### config.mk
export PLATFORM = sky130hd
export DESIGN_NAME = dtlb_lookup_stage
export DESIGN_NICKNAME = d
export VERILOG_FILES = /design/src/rtl/dtlb_lookup_stage.sv
export SDC_FILE = /design/constraint.sdc
export NUM_CORES = 1
export LEC_CHECK = 0
export BUFFER_PORTS_ARGS = -buffer_cell sky130_fd_sc_hd__clkbuf_2
export CORE_AREA = 4 4 129 131
export DETAILED_ROUTE_END_ITERATION = 8
export DIE_AREA = 0 0 133 135
export PLACE_DENSITY = 0.66
export SLEW_MARGIN = 20
export SYNTH_ARGS = -nofsm -noshare
export SYNTH_HDL_FRONTEND = slang
export SYNTH_SLANG_ARGS = --single-unit
### constraint.sdc
create_clock -name clk -period 2.2 [get_ports clk]
set_input_delay 0.11 -clock clk [delete_from_list [all_inputs] [get_ports clk]]
set_output_delay 0.11 -clock clk [all_outputs]
set_load 0.005 [all_outputs]
### src/rtl/dtlb_lookup_stage.sv
// rtl/dtlb_lookup_stage.sv - data-TLB lookup pipeline stage with page-walk request, fault reporting and store-data bypass
module dtlb_lookup_stage #(
    parameter int VADDR_WIDTH    = 16,
    parameter int PADDR_WIDTH    = 20,
    parameter int PAGE_BITS      = 12,
    parameter int NUM_ENTRIES    = 4,
    parameter int DATA_WIDTH     = 16,
    parameter int REG_ADDR_WIDTH = 3
) (
    input  logic                                 clk,
    input  logic                                 reset,
    input  logic                                 enable_tlblookup,
    input  logic                                 tlb_flush,
    input  logic [VADDR_WIDTH-1:0]               alu_result,
    input  logic [DATA_WIDTH-1:0]                dataReg,
    input  logic [REG_ADDR_WIDTH-1:0]            dataReg_addr,
    input  logic [1:0]                           ldSt_enable,
    input  logic [REG_ADDR_WIDTH-1:0]            destReg_addr_input,
    input  logic                                 we_input,
    input  logic [1:0]                           bp_input,
    output logic [PADDR_WIDTH-1:0]               tlblookup_result,
    output logic [REG_ADDR_WIDTH-1:0]            destReg_addr_output,
    output logic                                 we_output,
    output logic [1:0]                           bp_output,
    output logic [1:0]                           ldSt_enable_output,
    output logic [DATA_WIDTH-1:0]                dataReg_output,
    output logic                                 blockPreviousStages,
    output logic                                 walk_req,
    output logic [VADDR_WIDTH-PAGE_BITS-1:0]     walk_vpn,
    input  logic                                 walk_valid,
    input  logic                                 walk_fault,
    input  logic                                 walk_writable,
    input  logic [PADDR_WIDTH-PAGE_BITS-1:0]     walk_ppn,
    output logic                                 exc_valid,
    output logic [VADDR_WIDTH-1:0]               exc_vaddr,
    input  logic [REG_ADDR_WIDTH-1:0]            destReg_addrCACHE,
    input  logic                                 weCACHE,
    input  logic [DATA_WIDTH-1:0]                cache_result,
    input  logic [REG_ADDR_WIDTH-1:0]            destReg_addrWB,
    input  logic                                 weWB,
    input  logic [DATA_WIDTH-1:0]                wb_result
);

    localparam int VPN_W = VADDR_WIDTH - PAGE_BITS;
    localparam int PPN_W = PADDR_WIDTH - PAGE_BITS;
    localparam int IDX_W = $clog2(NUM_ENTRIES);

    typedef enum logic [1:0] {ST_IDLE, ST_WALK, ST_FAULT} state_t;

    state_t                    state;

    logic [VADDR_WIDTH-1:0]    va_reg;
    logic [DATA_WIDTH-1:0]     data_reg;
    logic [REG_ADDR_WIDTH-1:0] data_addr_reg;
    logic [1:0]                ldst_reg;
    logic [REG_ADDR_WIDTH-1:0] dest_reg;
    logic                      we_reg;
    logic [1:0]                bp_reg;

    logic [NUM_ENTRIES-1:0]    ent_valid;
    logic [NUM_ENTRIES-1:0]    ent_writable;
    logic [VPN_W-1:0]          ent_vpn [NUM_ENTRIES];
    logic [PPN_W-1:0]          ent_ppn [NUM_ENTRIES];
    logic [IDX_W-1:0]          rr_ptr;

    logic [VPN_W-1:0]          cur_vpn;
    logic                      match;
    logic                      match_wr;
    logic [PPN_W-1:0]          match_ppn;
    logic                      mem_op;
    logic                      is_store;
    logic                      prot_fault;
    logic                      block;
    logic                      nop_out;
    logic [IDX_W-1:0]          victim;
    logic                      victim_is_ptr;
    logic                      fill_en;

    assign cur_vpn    = va_reg[VADDR_WIDTH-1:PAGE_BITS];
    assign mem_op     = (ldst_reg != 2'b00);
    assign is_store   = ldst_reg[1];
    assign prot_fault = match && is_store && !match_wr;
    assign block      = (state == ST_WALK) ||
                        ((state == ST_IDLE) && mem_op && (!match || prot_fault));
    assign nop_out    = block || (state == ST_FAULT);
    // A flush in the fill cycle wins: the entry is not written and the instruction walks again.
    assign fill_en    = (state == ST_WALK) && walk_valid && !walk_fault && !tlb_flush;

    // Fully associative match on the registered VPN; fills only happen on a miss, so at most one hit.
    always_comb begin
        match     = 1'b0;
        match_wr  = 1'b0;
        match_ppn = '0;
        for (int i = 0; i < NUM_ENTRIES; i++) begin
            if (ent_valid[i] && (ent_vpn[i] == cur_vpn)) begin
                match     = 1'b1;
                match_wr  = match_wr | ent_writable[i];
                match_ppn = match_ppn | ent_ppn[i];
            end
        end
    end

    // Victim: lowest-index invalid entry, otherwise the round-robin pointer.
    always_comb begin
        victim        = rr_ptr;
        victim_is_ptr = 1'b1;
        for (int i = NUM_ENTRIES - 1; i >= 0; i--) begin
            if (!ent_valid[i]) begin
                victim        = IDX_W'(i);
                victim_is_ptr = 1'b0;
            end
        end
    end

    // TLB array: fill on a successful walk response, flush clears every valid bit.
    always_ff @(posedge clk) begin
        if (reset) begin
            ent_valid    <= '0;
            ent_writable <= '0;
            rr_ptr       <= '0;
            for (int i = 0; i < NUM_ENTRIES; i++) begin
                ent_vpn[i] <= '0;
                ent_ppn[i] <= '0;
            end
        end else begin
            if (fill_en) begin
                ent_valid[victim]    <= 1'b1;
                ent_writable[victim] <= walk_writable;
                ent_vpn[victim]      <= cur_vpn;
                ent_ppn[victim]      <= walk_ppn;
                if (victim_is_ptr) begin
                    rr_ptr <= (rr_ptr == IDX_W'(NUM_ENTRIES - 1)) ? '0 : rr_ptr + IDX_W'(1);
                end
            end
            if (tlb_flush) begin
                ent_valid <= '0;
            end
        end
    end

    // Stage register: holds while stalled; a fault slot with no new instruction becomes a nop.
    always_ff @(posedge clk) begin
        if (reset) begin
            va_reg        <= '0;
            data_reg      <= '0;
            data_addr_reg <= '0;
            ldst_reg      <= '0;
            dest_reg      <= '0;
            we_reg        <= 1'b0;
            bp_reg        <= '0;
        end else if (enable_tlblookup && !block) begin
            va_reg        <= alu_result;
            data_reg      <= dataReg;
            data_addr_reg <= dataReg_addr;
            ldst_reg      <= ldSt_enable;
            dest_reg      <= destReg_addr_input;
            we_reg        <= we_input;
            bp_reg        <= bp_input;
        end else if (state == ST_FAULT) begin
            ldst_reg      <= 2'b00;
        end
    end

    // Walk / fault sequencing; walk_valid only matters while a walk is outstanding.
    always_ff @(posedge clk) begin
        if (reset) begin
            state <= ST_IDLE;
        end else begin
            case (state)
                ST_IDLE: begin
                    if (mem_op && !match) begin
                        state <= ST_WALK;
                    end else if (prot_fault) begin
                        state <= ST_FAULT;
                    end
                end
                ST_WALK: begin
                    if (walk_valid) begin
                        state <= walk_fault ? ST_FAULT : ST_IDLE;
                    end
                end
                ST_FAULT: state <= ST_IDLE;
                default:  state <= ST_IDLE;
            endcase
        end
    end

    // Store data comes from the youngest in-flight writer; CACHE is younger than WB.
    always_comb begin
        dataReg_output = data_reg;
        if (is_store) begin
            if (weCACHE && (destReg_addrCACHE == data_addr_reg)) begin
                dataReg_output = cache_result;
            end else if (weWB && (destReg_addrWB == data_addr_reg)) begin
                dataReg_output = wb_result;
            end
        end
    end

    assign tlblookup_result    = {match_ppn, va_reg[PAGE_BITS-1:0]};
    assign destReg_addr_output = dest_reg;
    assign we_output           = nop_out ? 1'b0  : we_reg;
    assign bp_output           = nop_out ? 2'b00 : bp_reg;
    assign ldSt_enable_output  = nop_out ? 2'b00 : ldst_reg;
    assign blockPreviousStages = block;
    assign walk_req            = (state == ST_WALK);
    assign walk_vpn            = (state == ST_WALK) ? cur_vpn : '0;
    assign exc_valid           = (state == ST_FAULT);
    assign exc_vaddr           = (state == ST_FAULT) ? va_reg : '0;

endmodule

==> results of run 1 <==
==> power by group <==
part / internal [µW] / total (µW) / switching (µW)
clock network: 801 / 1500 / 695
registers: 2130 / 2230 / 103
logic: 495 / 943 / 448
total: 3430 / 4670 / 1250
==> cell type report <==
class | instances | area (µm²)
multi-input cells | 379 | 2618
well taps | 216 | 270.3
flip-flops and latches | 103 | 2557
clock buffers | 11 | 242.7
inverters | 15 | 56.30
repair buffers | 226 | 1396
fillers | 1504 | 8426
clock inverters | 5 | 31.28
==> how the worst max path moves through the flow <==
stage,end,cells after the start,from,slack (ps)
2_1_floorplan,ent_ppn[3][0],7,state[1],160
3_3_place_gp,data_reg[1],8,va_reg[14],9
3_5_place_dp,data_reg[0],8,va_reg[14],-60
4_1_cts,ldSt_enable_output[0],7,ent_vpn[1][1],-40
5_1_grt,we_output,7,va_reg[15],-150
6_report,ldSt_enable_output[0],7,ent_vpn[0][2],-50
==> per-stage QoR <==
step	utilization [%]	setup slack [ps]	cell area, µm²
after floorplan	-	155.3	5333
after global placement	41.32	9.338	6445
after detailed placement	41.32	-64.81	6445
after CTS	45.48	-41.33	7093
after global routing	45.98	-152.1	7172
final	45.98	-52.33	7172
==> layout by cell type, fill, tap and decap left out, types with 3 or more instances in the layout <==
master	count
and2_1	20
buf_12	4
clkbuf_2	159
clkbuf_16	9
edfxtp_1	48
nand2_1	35
mux2i_1	45
nor4_4	4
a22oi_2	4
o21ai_0	6
dlygate4sd3_1	18
nor2_1	54
dfxtp_1	51
xnor2_1	11
buf_4	37
dfxtp_4	4
nand4_1	3
nand2b_1	88
and3_1	16
o22ai_1	16
a22oi_1	12
nand3_1	6
buf_2	5
xor2_2	7
a21oi_1	22
inv_1	15
and3_4	3
==> worst max-delay path: cells and delay by family (launching register included) <==
family | cells | cell delay [ps]
AND/OR/NAND/NOR | 2 | 560
flip-flops | 1 | 420
AO/OA/AOI/OAI | 2 | 360
buffers and inverters | 2 | 290
XOR/XNOR | 1 | 180
==> layer usage <==
metal | vias to the layer above | part of all wire (%)
met5 | - | 0
met4 | 0 | 2.1
met3 | 19 | 7.2
met2 | 153 | 50
met1 | 2026 | 41
li1 | 2219 | -
==> logic make-up after synthesis <==
| family | after synthesis |
|---|---|
| AND/OR/NAND/NOR | 239 |
| buffers and inverters | 63 |
| adder cells (fa/ha/maj) | 1 |
| AO/OA/AOI/OAI | 72 |
| flip-flops | 103 |
| multiplexers | 45 |
| XOR/XNOR | 22 |
==> what timing repair did <==
action | in CTS | in global routing
resized for setup | 30 | 14
setup buffers | 5 | 6
setup endpoints to repair | 44 | 53
hold endpoints to repair | 18 | 0
hold buffers | 18 | 0
pin swaps | 9 | 7
==> impl_results.md, run 1 <==
- Data required, critical path: 2090 ps
- Hold EP: destReg_addr_output[0]
- Most numerous cell in the Yosys netlist: nand2b_1
- Setup CP Type: reg -> out
- Slowest cell on crit path: edfxtp_1
- Hold Crit Class: in -> reg
- Launching point of the worst reg2reg path: ent_vpn[0][2]
- Max incr delay on CP: 420 ps
- Number of flip-flops in the largest register: 32
- Global-route wire length before repair: 23.78 mm
- Fraction of layout cells with a size suffix above 1: 34.78%
- Fin Hold WS: 8.850 ps
- Final setup viols: 7
- Ys async rst share: 0%
- RSZ-0062 raised after global routing: yes
- Top reg by flops: ent_ppn
- P&R area growth vs syn: 34.49%
- Max-cap violations: 0
- Non-Filler Instances: 955
- Total GRT Usage: 16.58%
- Hold Path Stages: 3
- Total CTS buffers: 9
- Area contributors post-synth: edfxtp_1 (27%), dfxtp_1 (21%), nand2b_1 (10%)
- R2R depth: 9
- Vias in the first global route: 4,686
- Initial antenna violation count: 0
- Post-Synth XOR/XNOR Area: 3.754%
- DIE AREA: 17,960 µm²
- Number of synthesized flops with an enable pin: 48
- Clock slew at reported path FFs: 70 ps
- I/O Pins: 165
- # rows: 46
- Htree depth: 3
- VDD IR-drop max: 0.4088 mV
- Clk Latency, worst-skew pair: 350 ps
- Period utilisation layout: 102.4%
- Slew Limit Fails: 0
- Post-DP HPWL: 10.46 mm
- Final wirelength: 14.42 mm
- Synthesized area: 5333 µm²
- Ys Warns: 0
- Crit path capture type: output pin
- Avg Cell Area, Syn: 9.785 µm²
- M3 GR Usage: 4.657%
- Post-Synth Adder-Cell Area: 0.2346%
- PortBufs: 164
- Post-synthesis sequential area ratio: 47.68%
- Crit path time final: 2252 ps
- Failing checks: negative setup slack
- Initial Util: 34.19%
- Drt pass-1 iters: 4
- Status: finished, violations left
- ANT nets after route: 0
- Clk_skew: 10.48 ps
- Synth cell types: 41
- Met1 GRT Util: 19.26%
- TNS Setup: -194.0 ps
- Simple-Gate Fraction of Synth Area: 24.28%
- Core Region: 15,600 µm²
- Largest net degree at the start of global routing: 89
- FMAX: 0.4440 GHz
- Die Ht: 135 µm
- Biggest area consumer among synthesized cells: edfxtp_1
- Syn_nets: 644
- Die width: 133 µm
- R2r setup slk: -10 ps
- Synth Flop Type: dfxtp_1
- Nets: 833
- Vias: 4,417
- RD Place Congestion: 0.8224
- Worst Path Arrival: 2140 ps
- Area share of the largest cell type after synthesis: 27.03%
- Complex-gate fraction of the synthesized area: 8.658%
- Initial drt markers: 227
- Ant. Diodes: 0
- Worst Tran Pin Value: 607.9 ps
- Sink Count: 103
- Multiplexer share of the synthesized area: 8.447%
- PD cells: 651.5 nW/µm²
- Most used routing layer: met2
- Leakage power: 0.003174 µW
- Root buffer cell: clkbuf_16
- CP Max Fanout: 6
- M2 GR Usage: 29.26%
- Hold Path Origin: destReg_addr_input[0]
- Worst R2R End: data_addr_reg[2]
- Startpoint types: flop
- Total grt overflow: 0
- Critical-path cell list: xor2_2, nor4_4, buf_4, a2111oi_4, a21oi_4, and3_4, clkbuf_2
- Synth cell count leaders: nand2b_1 (88), dfxtp_1 (55), nor2_1 (54)
- DRC: 0
- Largest family of logic cells by synthesized area: simple AND/OR/NAND/NOR gates
- CTS tree: done
- DR vias/cell: 4.625
- Cell Count Post-Placement: 913
- Rel. slew slack: 59.47%
- Clk buf depth: 2
- Total power: 4672 µW
- Final hold vios: 0
- FF+latch count, synth: 103
- Fin worst setup slack: -52.33 ps
- Synth Instances: 545
- Wirelength per Cell: 15.10 µm
Note: power is estimated with default switching activity, not from simulation.
==> run 2: changes to the inputs <==
==> constraint.sdc (replaced) <==
create_clock -name clk -period 2.12 [get_ports clk]
set_input_delay 0.106 -clock clk [delete_from_list [all_inputs] [get_ports clk]]
set_output_delay 0.106 -clock clk [all_outputs]
set_load 0.005 [all_outputs]
==> impl_results.md, run 2 (same netlist as run 1, synthesis figures left out) <==
- Status: finished, violations left
- Failing checks: negative setup slack
- Crit path capture type: flop
- Top reg by flops: ent_ppn
- Worst Tran Pin Value: 586.1 ps
- Final wirelength: 14.20 mm
- Data required, critical path: 2390 ps
- Comb pwr share: 21.1%
- Htree depth: 3
- Setup CP Type: reg -> reg
- RSZ-0062 raised after global routing: yes
- DP Area: 6535 µm²
- Clk_skew: 11.31 ps
- Hold Crit Class: in -> reg
- PortBufs: 164
- Slowest cell on crit path: edfxtp_1
- PD cells: 670.4 nW/µm²
- Clk Latency, worst-skew pair: 350 ps
- VDD IR-drop max: 0.4196 mV
- Vias in the first global route: 4,651
- Final cell utilization of the core: 47.50%
- # rows: 46
- Rel. slew slack: 60.93%
- Root buffer cell: clkbuf_16
- Critical-path cell list: xor2_2, nor4_2, buf_4, a2111oi_2, buf_4, buf_4, a211oi_4, buf_12, buf_12, mux2i_1
- Final setup viols: 58
- Initial antenna violation count: 0
- CP dominant cell by count: buf_4
- Most frequent cells in the layout: clkbuf_2 (158), nand2b_1 (88), nor2_1 (54), dfxtp_1 (51), edfxtp_1 (48)
- Slew Limit Fails: 0
- Final hold vios: 0
- Fin area: 7408 µm²
- Post-DP HPWL: 10.52 mm
- Global-route wire length before repair: 23.24 mm
- Total GRT Usage: 16.22%
- P&R area growth vs syn: 38.93%
- FMAX: 0.4383 GHz
- Wirelength per Cell: 14.56 µm
- Fin worst setup slack: -161.6 ps
- Die width: 133 µm
- DIE AREA: 17,960 µm²
- ANT nets after route: 0
- I/O Pins: 165
- DRC: 0
- CTS tree: done
- Initial Util: 34.19%
- Nets: 854
- Ant. Diodes: 0
- DR vias/cell: 4.605
- Sink Count: 103
- Max-cap violations: 0
- Reg power frac: 46.6%
- Net Sw Frac: 26.28%
- P_sw: 1305 µW
- R2r setup slk: -160 ps
- Period utilisation layout: 107.6%
- Fraction of layout cells with a size suffix above 1: 35.57%
- Largest net degree at the start of global routing: 88
- Clock slew at reported path FFs: 70 ps
- RD Place Congestion: 0.7918
- Drt pass-1 iters: 7
- Worst Path Arrival: 2550 ps
- Die Ht: 135 µm
- Leakage power: 0.003289 µW
- Clock Power Share: 32.3%
- Most common cell after layout, fill and taps aside: clkbuf_2
- Crit path time final: 2282 ps
- Max incr delay on CP: 430 ps
- Startpoint types: flop
- Clk buf depth: 2
- Total CTS buffers: 9
- Total grt overflow: 0
- Number of flip-flops in the largest register: 32
- CP Max Fanout: 11
- Core Region: 15,600 µm²
- Vias: 4,490
- Initial drt markers: 188
- P_int: 3661 µW
## run 2: area by class of cell
cell class | count | area (µm²)
clock inverters | 4 | 28.78
flip-flops and latches | 103 | 2557
repair buffers | 247 | 1642
well taps | 216 | 270.3
multi-input cells | 379 | 2600
inverters | 15 | 56.30
fillers | 1496 | 8189
clock buffers | 11 | 254.0
## run 2: metrics by stage
stage	power (µW)	hold WS (ps)	worst slack [ps]	setup TNS, ps	cells
floorplan	2893	185.3	75.29	0	545
global placement	3284	313.4	-83.14	-2739	920
detailed placement	3289	319.6	-112.8	-3140	920
CTS	4982	0.8420	-159.4	-3456	972
global route	5209	4.527	-275.1	-12550	975
finish	4966	3.695	-161.6	-6048	975
## run 2: path summary, 6_finish.rpt
kind	startpoint	to	cells past startpoint
min reg2reg	destReg_addr_output[2]	destReg_addr_output[2]	2
max reg2reg	ent_vpn[0][2]	destReg_addr_output[0]	10
min	bp_input[1]	bp_reg[1]	3
max	ent_vpn[0][2]	destReg_addr_output[0]	10
## run 2: worst max-delay path, delay by kind of cell (launching register included)
kind            cells  cell delay [ps]
compound gates      2              300
simple gates        1              280
xor+xnor            1              200
buf+inv             5              780
mux                 1              190
flops               1              430
## run 2: routing by layer
| metal | share of wire [%] | wire length [µm] | up-vias | track usage (%) |
|---|---|---|---|---|
| li1 | - | - | 2265 | - |
| met1 | 42 | 5930 | 2045 | 18.83 |
| met2 | 49 | 6909 | 158 | 28.53 |
| met3 | 7.1 | 1010 | 22 | 4.620 |
| met4 | 2.4 | 346 | 0 | 5.947 |
| met5 | 0 | 0 | - | 0 |
## run 2: timing repair
action / 4_1_cts / 5_1_grt
hold buffers: 30 / 0
pin swaps: 4 / 22
setup buffers: 7 / 6
setup endpoints to repair: 45 / 59
gates resized for setup: 24 / 26
endpoints found under the hold margin: 30 / 0
## run 2: power by group through the flow
| stage | Sequential, µW | Clock [µW] | Combinational [µW] |
|---|---|---|---|
| 2_1_floorplan | 2310 | 0 | 584 |
| 3_3_place_gp | 2350 | 0 | 937 |
| 3_5_place_dp | 2350 | 0 | 943 |
| 4_1_cts | 2310 | 1650 | 1020 |
| 5_1_grt | 2340 | 1730 | 1150 |
| 6_report | 2320 | 1600 | 1050 |
